`src/rtl/max_reduce_int_nbit_if.sv`:
```
// Stream bundle for max_reduce_int_nbit: element input beats and the per-vector
// result, each with its own valid/ready handshake.
interface max_reduce_int_nbit_if #(
    parameter int WIDTH     = 32,
    parameter int IDX_WIDTH = 16
);
    logic                 mode_min;
    logic [WIDTH-1:0]     in_data;
    logic                 in_valid;
    logic                 in_ready;
    logic                 in_last;
    logic [WIDTH-1:0]     out_data;
    logic [IDX_WIDTH-1:0] out_idx;
    logic [IDX_WIDTH-1:0] out_count;
    logic                 out_ovf;
    logic                 out_valid;
    logic                 out_ready;

    modport master (
        output mode_min, in_data, in_valid, in_last, out_ready,
        input  in_ready, out_data, out_idx, out_count, out_ovf, out_valid
    );

    modport slave (
        input  mode_min, in_data, in_valid, in_last, out_ready,
        output in_ready, out_data, out_idx, out_count, out_ovf, out_valid
    );
endinterface

```
`src/rtl/max_reduce_int_nbit.sv`:
```
// Streaming max/min reduction with argmax over variable-length integer vectors.
// One result per vector; at least one bubble cycle between vectors.
module max_reduce_int_nbit #(
    parameter int WIDTH     = 32,
    parameter int IDX_WIDTH = 16,
    parameter int SIGNED    = 1,
    parameter int IMPL_TYPE = 0
) (
    input  logic                   clk,
    input  logic                   rst_n,
    max_reduce_int_nbit_if.slave   bus
);
    typedef enum logic [1:0] {IDLE, ACC, DONE} state_t;

    localparam logic MSB_FLIP = (SIGNED == 0);

    state_t               state, state_nxt;
    logic                 in_ready_c;
    logic                 out_valid_c;
    logic                 accept;
    logic                 replace;
    logic                 mode_q;
    logic [WIDTH-1:0]     best;
    logic [IDX_WIDTH-1:0] best_idx;
    logic [IDX_WIDTH-1:0] cnt;
    logic                 ovf;
    logic signed [WIDTH-1:0] cur_s, best_s;

    // Two's-complement a > b; IMPL_TYPE 1 uses the borrow of a widened b - a.
    function automatic logic gt_int_nbit(input logic signed [WIDTH-1:0] a,
                                         input logic signed [WIDTH-1:0] b);
        logic signed [WIDTH:0] diff;
        diff = $signed({b[WIDTH-1], b}) - $signed({a[WIDTH-1], a});
        if (IMPL_TYPE == 1)
            return diff[WIDTH];
        return a > b;
    endfunction

    // Unsigned order maps onto signed order by inverting the MSB of both operands.
    assign cur_s   = $signed({bus.in_data[WIDTH-1] ^ MSB_FLIP, bus.in_data[WIDTH-2:0]});
    assign best_s  = $signed({best[WIDTH-1] ^ MSB_FLIP, best[WIDTH-2:0]});
    assign replace = mode_q ? gt_int_nbit(best_s, cur_s) : gt_int_nbit(cur_s, best_s);
    assign accept  = bus.in_valid && (state != DONE);

    always_ff @(posedge clk or negedge rst_n) begin
        if (!rst_n)
            state <= IDLE;
        else
            state <= state_nxt;
    end

    always_comb begin
        state_nxt   = state;
        in_ready_c  = 1'b1;
        out_valid_c = 1'b0;
        case (state)
            IDLE: if (accept) state_nxt = bus.in_last ? DONE : ACC;
            ACC:  if (accept && bus.in_last) state_nxt = DONE;
            DONE: begin
                in_ready_c  = 1'b0;
                out_valid_c = 1'b1;
                if (bus.out_ready) state_nxt = IDLE;
            end
            default: state_nxt = IDLE;
        endcase
    end

    // Strict compare keeps the earliest of equal extremes; ovf marks a count wrap.
    always_ff @(posedge clk or negedge rst_n) begin
        if (!rst_n) begin
            best     <= '0;
            best_idx <= '0;
            cnt      <= '0;
            ovf      <= 1'b0;
            mode_q   <= 1'b0;
        end else if (accept) begin
            if (state == IDLE) begin
                best     <= bus.in_data;
                best_idx <= '0;
                cnt      <= {{(IDX_WIDTH-1){1'b0}}, 1'b1};
                ovf      <= 1'b0;
                mode_q   <= bus.mode_min;
            end else begin
                if (replace) begin
                    best     <= bus.in_data;
                    best_idx <= cnt;
                end
                cnt <= cnt + 1'b1;
                if (cnt == '1)
                    ovf <= 1'b1;
            end
        end
    end

    assign bus.in_ready  = in_ready_c;
    assign bus.out_valid = out_valid_c;
    assign bus.out_data  = best;
    assign bus.out_idx   = best_idx;
    assign bus.out_count = cnt;
    assign bus.out_ovf   = ovf;
endmodule

```
`src/flat_wrapper.sv`:
```
// flat-port wrapper written by rule: the top's interface ports become plain ports
module max_reduce_int_nbit_flat 
#(
    parameter int WIDTH     = 32,
    parameter int IDX_WIDTH = 16,
    parameter int SIGNED    = 1,
    parameter int IMPL_TYPE = 0
)
  (clk, rst_n, bus_mode_min, bus_in_data, bus_in_valid, bus_in_last, bus_out_ready, bus_in_ready, bus_out_data, bus_out_idx, bus_out_count, bus_out_ovf, bus_out_valid);
  max_reduce_int_nbit_if #(.WIDTH(WIDTH), .IDX_WIDTH(IDX_WIDTH)) bus_i ();
  input  logic clk;
  input  logic rst_n;
  input wire logic [$bits(bus_i.mode_min)-1:0] bus_mode_min;
  input wire logic [$bits(bus_i.in_data)-1:0] bus_in_data;
  input wire logic [$bits(bus_i.in_valid)-1:0] bus_in_valid;
  input wire logic [$bits(bus_i.in_last)-1:0] bus_in_last;
  input wire logic [$bits(bus_i.out_ready)-1:0] bus_out_ready;
  output wire logic [$bits(bus_i.in_ready)-1:0] bus_in_ready;
  output wire logic [$bits(bus_i.out_data)-1:0] bus_out_data;
  output wire logic [$bits(bus_i.out_idx)-1:0] bus_out_idx;
  output wire logic [$bits(bus_i.out_count)-1:0] bus_out_count;
  output wire logic [$bits(bus_i.out_ovf)-1:0] bus_out_ovf;
  output wire logic [$bits(bus_i.out_valid)-1:0] bus_out_valid;
  assign bus_i.mode_min = bus_mode_min;
  assign bus_i.in_data = bus_in_data;
  assign bus_i.in_valid = bus_in_valid;
  assign bus_i.in_last = bus_in_last;
  assign bus_i.out_ready = bus_out_ready;
  assign bus_in_ready = bus_i.in_ready;
  assign bus_out_data = bus_i.out_data;
  assign bus_out_idx = bus_i.out_idx;
  assign bus_out_count = bus_i.out_count;
  assign bus_out_ovf = bus_i.out_ovf;
  assign bus_out_valid = bus_i.out_valid;
  max_reduce_int_nbit #(.WIDTH(WIDTH), .IDX_WIDTH(IDX_WIDTH), .SIGNED(SIGNED), .IMPL_TYPE(IMPL_TYPE)) u_core (.clk(clk), .rst_n(rst_n), .bus(bus_i));
endmodule
```
`config.mk`:
```
export PLATFORM = sky130hd
export DESIGN_NAME = max_reduce_int_nbit_flat
export DESIGN_NICKNAME = d
export VERILOG_FILES = /design/src/rtl/max_reduce_int_nbit_if.sv /design/src/rtl/max_reduce_int_nbit.sv /design/src/flat_wrapper.sv
export SDC_FILE = /design/constraint.sdc
export NUM_CORES = 1
export LEC_CHECK = 0
export CORE_MARGIN = 2
export CORE_UTILIZATION = 28
export DETAILED_ROUTE_END_ITERATION = 10
export GPL_TIMING_DRIVEN = 0
export PLACE_DENSITY = 0.54
export SETUP_SLACK_MARGIN = 0.05
export SYNTH_ARGS = -nofsm -noshare
export SYNTH_HDL_FRONTEND = slang
export SYNTH_SLANG_ARGS = --single-unit
```
`constraint.sdc`:
```
create_clock -name clk -period 7.46 [get_ports clk]
set_input_delay 1.492 -clock clk [delete_from_list [all_inputs] [get_ports clk]]
set_output_delay 1.492 -clock clk [all_outputs]
set_load 0.01 [all_outputs]
```
# Word-level counts from Yosys, hierarchy flattened
# Cells that the tools add are included.
# classes
magnitude_cmp,2
n_addsub,1
n_reduce_logical,9
eq_ne,7
mux,15
# op_table
operator,n
32-bit greater-than comparator,2
32-bit 2-to-1 mux,2
16-bit 2-to-1 mux,3
"16-bit by 1-bit adder with 16-bit output, second input constant",1
"16-bit == test, second input constant",1
2-bit 2-to-1 mux,4
2-bit case mux with 3 select lines,1
2-bit AND reduction,3
1-bit 2-to-1 mux,5
"2-bit by 1-bit != test with 1-bit output, second input constant",2
"2-bit != test, second input constant",2
2-bit nonzero test,2
3-bit AND reduction,1
"2-bit by 1-bit == test with 1-bit output, second input constant",1
"2-bit == test, second input constant",1
1-bit logical AND,2
2-bit logical NOT,1
# word_totals
regBits,68
input_bits,38
output_inout_bits,67
wordCells,40

# Depth between registers and ports, before layout
# logic_depth
word_depth,5
ltp_mapped,11

# Least setup slack after synthesis
# OpenSTA, ideal clock, no wires.
# synth_timing
kind,input -> register
from,in bus_in_data[29]
to,reg u_core.best[27] (netlist: u_core.bus.out_data[27])
path_stages,11
n_path_buf,2
setup_ns,0.125
setup_slack_ns,3.622
arrival_ns,3.713
cell_sequence,inv_1 -> ha_1 -> a21o_1 -> a2111oi_0 -> o31ai_1 -> nor3_1 -> o2bb2ai_2 -> mux2_4 -> buf_6 -> buf_6 -> mux2_4
# synth_via
elab_chain_cells,4
# synth_lines
element,line_no,source
from (decl),flat_wrapper.sv:14,input wire logic [$bits(bus_i.in_data)-1:0] bus_in_data;
32-bit greater-than comparator,max_reduce_int_nbit.sv:36,return a > b;
1-bit 2-to-1 mux (*),max_reduce_int_nbit.sv:42,"assign replace = mode_q ? gt_int_nbit(best_s, cur_s) : gt_int_nbit(cur_s, best_s);"
2-bit nonzero test (no line) (*),-,
2-bit AND reduction (no line) (*),-,
to (signal assigned),max_reduce_int_nbit.sv:78,best <= bus.in_data;
to (signal assigned),max_reduce_int_nbit.sv:85,best <= bus.in_data;
to (decl),max_reduce_int_nbit.sv:23,logic [WIDTH-1:0] best;
# Every way passes the cells marked *; elsewhere a longest branch is shown, timed or not.
# A chain may end at the register's enable or synchronous reset.

# Worst setup path after layout
# layout_timing
from,in bus_in_data[30]
to,reg u_core.best_idx[13] (netlist: u_core.bus.out_idx[13])
# layout_via
elab_chain_cells,4
# layout_lines
element,line_no,source
32-bit greater-than comparator,max_reduce_int_nbit.sv:36,
1-bit 2-to-1 mux (*),max_reduce_int_nbit.sv:42,
2-bit nonzero test (no line) (*),-,
2-bit AND reduction (no line) (*),-,
to (signal assigned),max_reduce_int_nbit.sv:86,best_idx <= cnt;
to (decl),max_reduce_int_nbit.sv:24,logic [IDX_WIDTH-1:0] best_idx;
# Marked as above.

==> summary.md <==
| Metric | Value |
|---|---|
| Status | `complete, no violations` |
| Synth Instances | `around 320` |
| First-pass GRT wire length | `around 14 mm` |
| Mux contribution to synthesized area | `12.05%` |
| Top cell type by total area after synthesis | `dfrtp_1` |
| H-Tree Depth | `3` |
| Max-Cap Viols | `0` |
| Synth-to-layout area growth | `44.62%` |
| Setup tns final | `0 ns` |
| Initial Utilization | `28.49%` |
| Crit path time final | `4.402 ns` |
| Clk sink count | `68` |
| CTS resizes | `0` |
| Crit-path max FO | `10` |
| Number of primary I/O pins | `~110` |
| Die area | `between 10000 and 15000 µm²` |
| Count leader, synth | `dfrtp_1` |
| Detailed Route WL | `about 8.5 mm` |
| Slew HR | `22.88%` |
| Postcts setup bufs | `0` |
| Yosys warns | `0` |
| Tcrit/Tclk final | `about three fifths` |
| CTS Hold Bufs | `0` |
| Initial antenna violation count | `0` |
| Largest family of logic cells by synthesized area | `multiplexers` |
| GR Util met3 | `4.016%` |
| RSZ-0062 raised after global routing | `no` |
| Power per Cell Area | `340.8 nW/µm²` |
| Initial DRC Count | `94` |
| Routed via count | `2743` |
| Final ANT Viol Nets | `0` |
| CTS tree | `yes` |
| Fraction of layout cells with a size suffix above 1 | `between 10% and 20%` |
| Post-Place Setup Slack | `2.646 ns` |
| Synth Flop Type | `dfrtp_1` |
| Synth Area in Compound Gates | `between 10% and 20%` |
| Vias/cell | `4.504` |
| Worst Hold Class | `reg -> reg` |
| Top Usage Layer GRT | `met2` |
| Final setup fails | `0` |
| CP required | `about 7.7 ns` |
| Setup WS post-layout | `3.058 ns` |
| # diodes | `0` |
| Std cell rows | `41` |
| Synth Area in XOR/XNOR | `2.201%` |
| Mapped cell area | `between 3000 and 4000 µm²` |
| Sequential share of the synthesized area | `47.52%` |
| Die width | `roughly 120 µm` |
| Count of pins over their slew limit | `0` |
| Clock Tree Buf Depth | `2` |
| Gpl congestion | `0.7439` |
| Final hold violations | `0` |
| M1 GR Usage | `17.85%` |
| Vias in the first global route | `2728` |
| Placed cells | `between 500 and 600` |
| DRT Pass-1 Iters | `4` |
| Post-synthesis adder-cell area fraction | `about 12%` |
| Synth Area in Simple Gates | `about a tenth` |
| Synth top area share | `47.52%` |
| Worst vdd ir | `between 0.2 and 0.25 mV` |
| Die Span Y | `~120 µm` |
| Total Power | `1.765 mW` |
| EDFF count, synth | `0` |
| Clock transition at path regs | `0.06 ns` |
| Distinct cell type count of the synthesized netlist | `43` |
| GR Util All Layers | `13.27%` |
| Dpl hpwl | `6.391 mm` |
| Ys async rst share | `100.0%` |
| Setup crit start kind | `input port` |
| Path type of the worst setup path | `in -> reg` |
| Clock root cell | `clkbuf_16` |
| Mapped Avg Cell Area | `11.30 µm²` |
| Number of synthesized register bits | `68` |
| Top post-synthesis cells by count | `68 x dfrtp_1, 35 x inv_1, 33 x ha_1, 29 x mux2_2, 18 x a22o_1` |
| Most area-consuming cells after synthesis | `dfrtp_1 48%, ha_1 12%, mux2_2 9.1%` |
| Worst-skew pair later-pin latency | `0.34 ns` |
| Port Buffers | `103` |
| Total congestion overflow | `0` |
| Syn_nets | `388` |
| Fin util | `41.20%` |
| DRC | `0` |
| # nets final | `503` |
| Met2 Use GR | `about a fifth` |
| Critical path arrival | `4.67 ns` |
| Pin count of the biggest net entering global routing | `67` |
| Num CTS Buffers | `9` |
| Post-route insts no fill | `609` |
| Worst-Margin Slew | `between 1 and 1.5 ns` |
| Setup Skew | `0.008623 ns` |
| Lkg Pwr | `2.360 nW` |
| Placeable Area | `12570 µm²` |
| Crit end category | `flip-flop` |
| Drt wl/cell | `14.04 µm` |
| Fmax | `227.1 MHz` |
where the power goes:
| part | leakage, nW | total [mW] | switching (mW) | internal, mW |
|---|---|---|---|---|
| clock | 0.162 | 0.464 | 0.162 | 0.301 |
| combinational | 1.33 | 0.744 | 0.319 | 0.425 |
| sequential | 0.868 | 0.557 | 0.0847 | 0.472 |
cell families after synthesis:
kind of cell               count (synthesis)
adders and majority gates                 33
xor gates and xnor gates                   9
DFF                                       68
and+or+nand+nor                           70
AOI/OAI and AO/OA                         55
muxes                                     37
buffers and inverters                     45
final timing paths:
check                                            start                 endpoint  slack (ns)  cells past startpoint
worst max-delay path                   bus_in_data[30]   u_core.bus.out_idx[13]        3.06                     11
worst min-delay path                   u_core.state[1]          u_core.state[0]        0.49                      1
worst max register to register  u_core.bus.out_data[7]   u_core.bus.out_idx[13]        4.30                      9
worst min register to register         u_core.state[1]          u_core.state[0]        0.49                      1
max in group asynchronous                        rst_n  u_core.bus.out_data[16]        5.99                      2
min in group asynchronous                        rst_n   u_core.bus.out_idx[10]        0.94                      1
metrics by stage:
stage,cell area [µm²],hold WS (ns)
6_report,5179,0.4884
5_1_grt,5179,0.5214
4_1_cts,5179,0.4905
3_5_place_dp,4852,0.4812
3_3_place_gp,4827,0.4642
2_1_floorplan,3581,0.4494
per-layer routing:
layer	share of wire [%]	vias up
li1	-	1374
met2	45	63
met4	2.0	0
met3	5.6	12
met5	0	-
met1	48	1294
critical path, cell delays in order:
cell	delay [ns]
clkdlybuf4s50_1	0.49
inv_1	0.05
ha_1	0.31
and4_1	0.21
a2111oi_0	0.41
o31ai_1	0.16
nor3_1	0.24
o2bb2ai_2	0.17
mux2i_1	0.60
buf_2	0.37
a22o_1	0.16
registers in the layout (all words and copies together) (netlist names):
signal	count
u_core.state	2
u_core.bus.out_ovf	1
u_core.bus.out_data	32
u_core.mode_q	1
u_core.bus.out_count	16
u_core.bus.out_idx	16
layout by cell type (no fill, tap or decap), drive strengths merged, types with 2 or more instances in the layout:
master	count
clkbuf	13
a31oi	2
a21oi	15
nor4	2
a22o	18
clkinv	4
o21ai	7
ha	33
xnor2	3
nand2	16
mux2	34
nor2	17
and4	4
nand3	9
nor2b	3
clkdlybuf4s50	102
xor2	6
mux2i	3
nor3	2
or3	4
buf	9
nand4	8
dfrtp	68
a21o	3
inv	35
bufinv	2
cell type report:
| class | count | area (µm²) |
|---|---|---|
| clock buffers | 10 | 239.0 |
| clock inverters | 6 | 87.58 |
| fillers | 1242 | 7390 |
| well taps | 172 | 215.2 |
| inverters | 35 | 131.4 |
| multi-input cells | 204 | 1684 |
| flip-flops and latches | 68 | 1702 |
| repair buffers | 104 | 1056 |
| plain buffers | 10 | 63.81 |
Power figures use the tool's default switching activity.
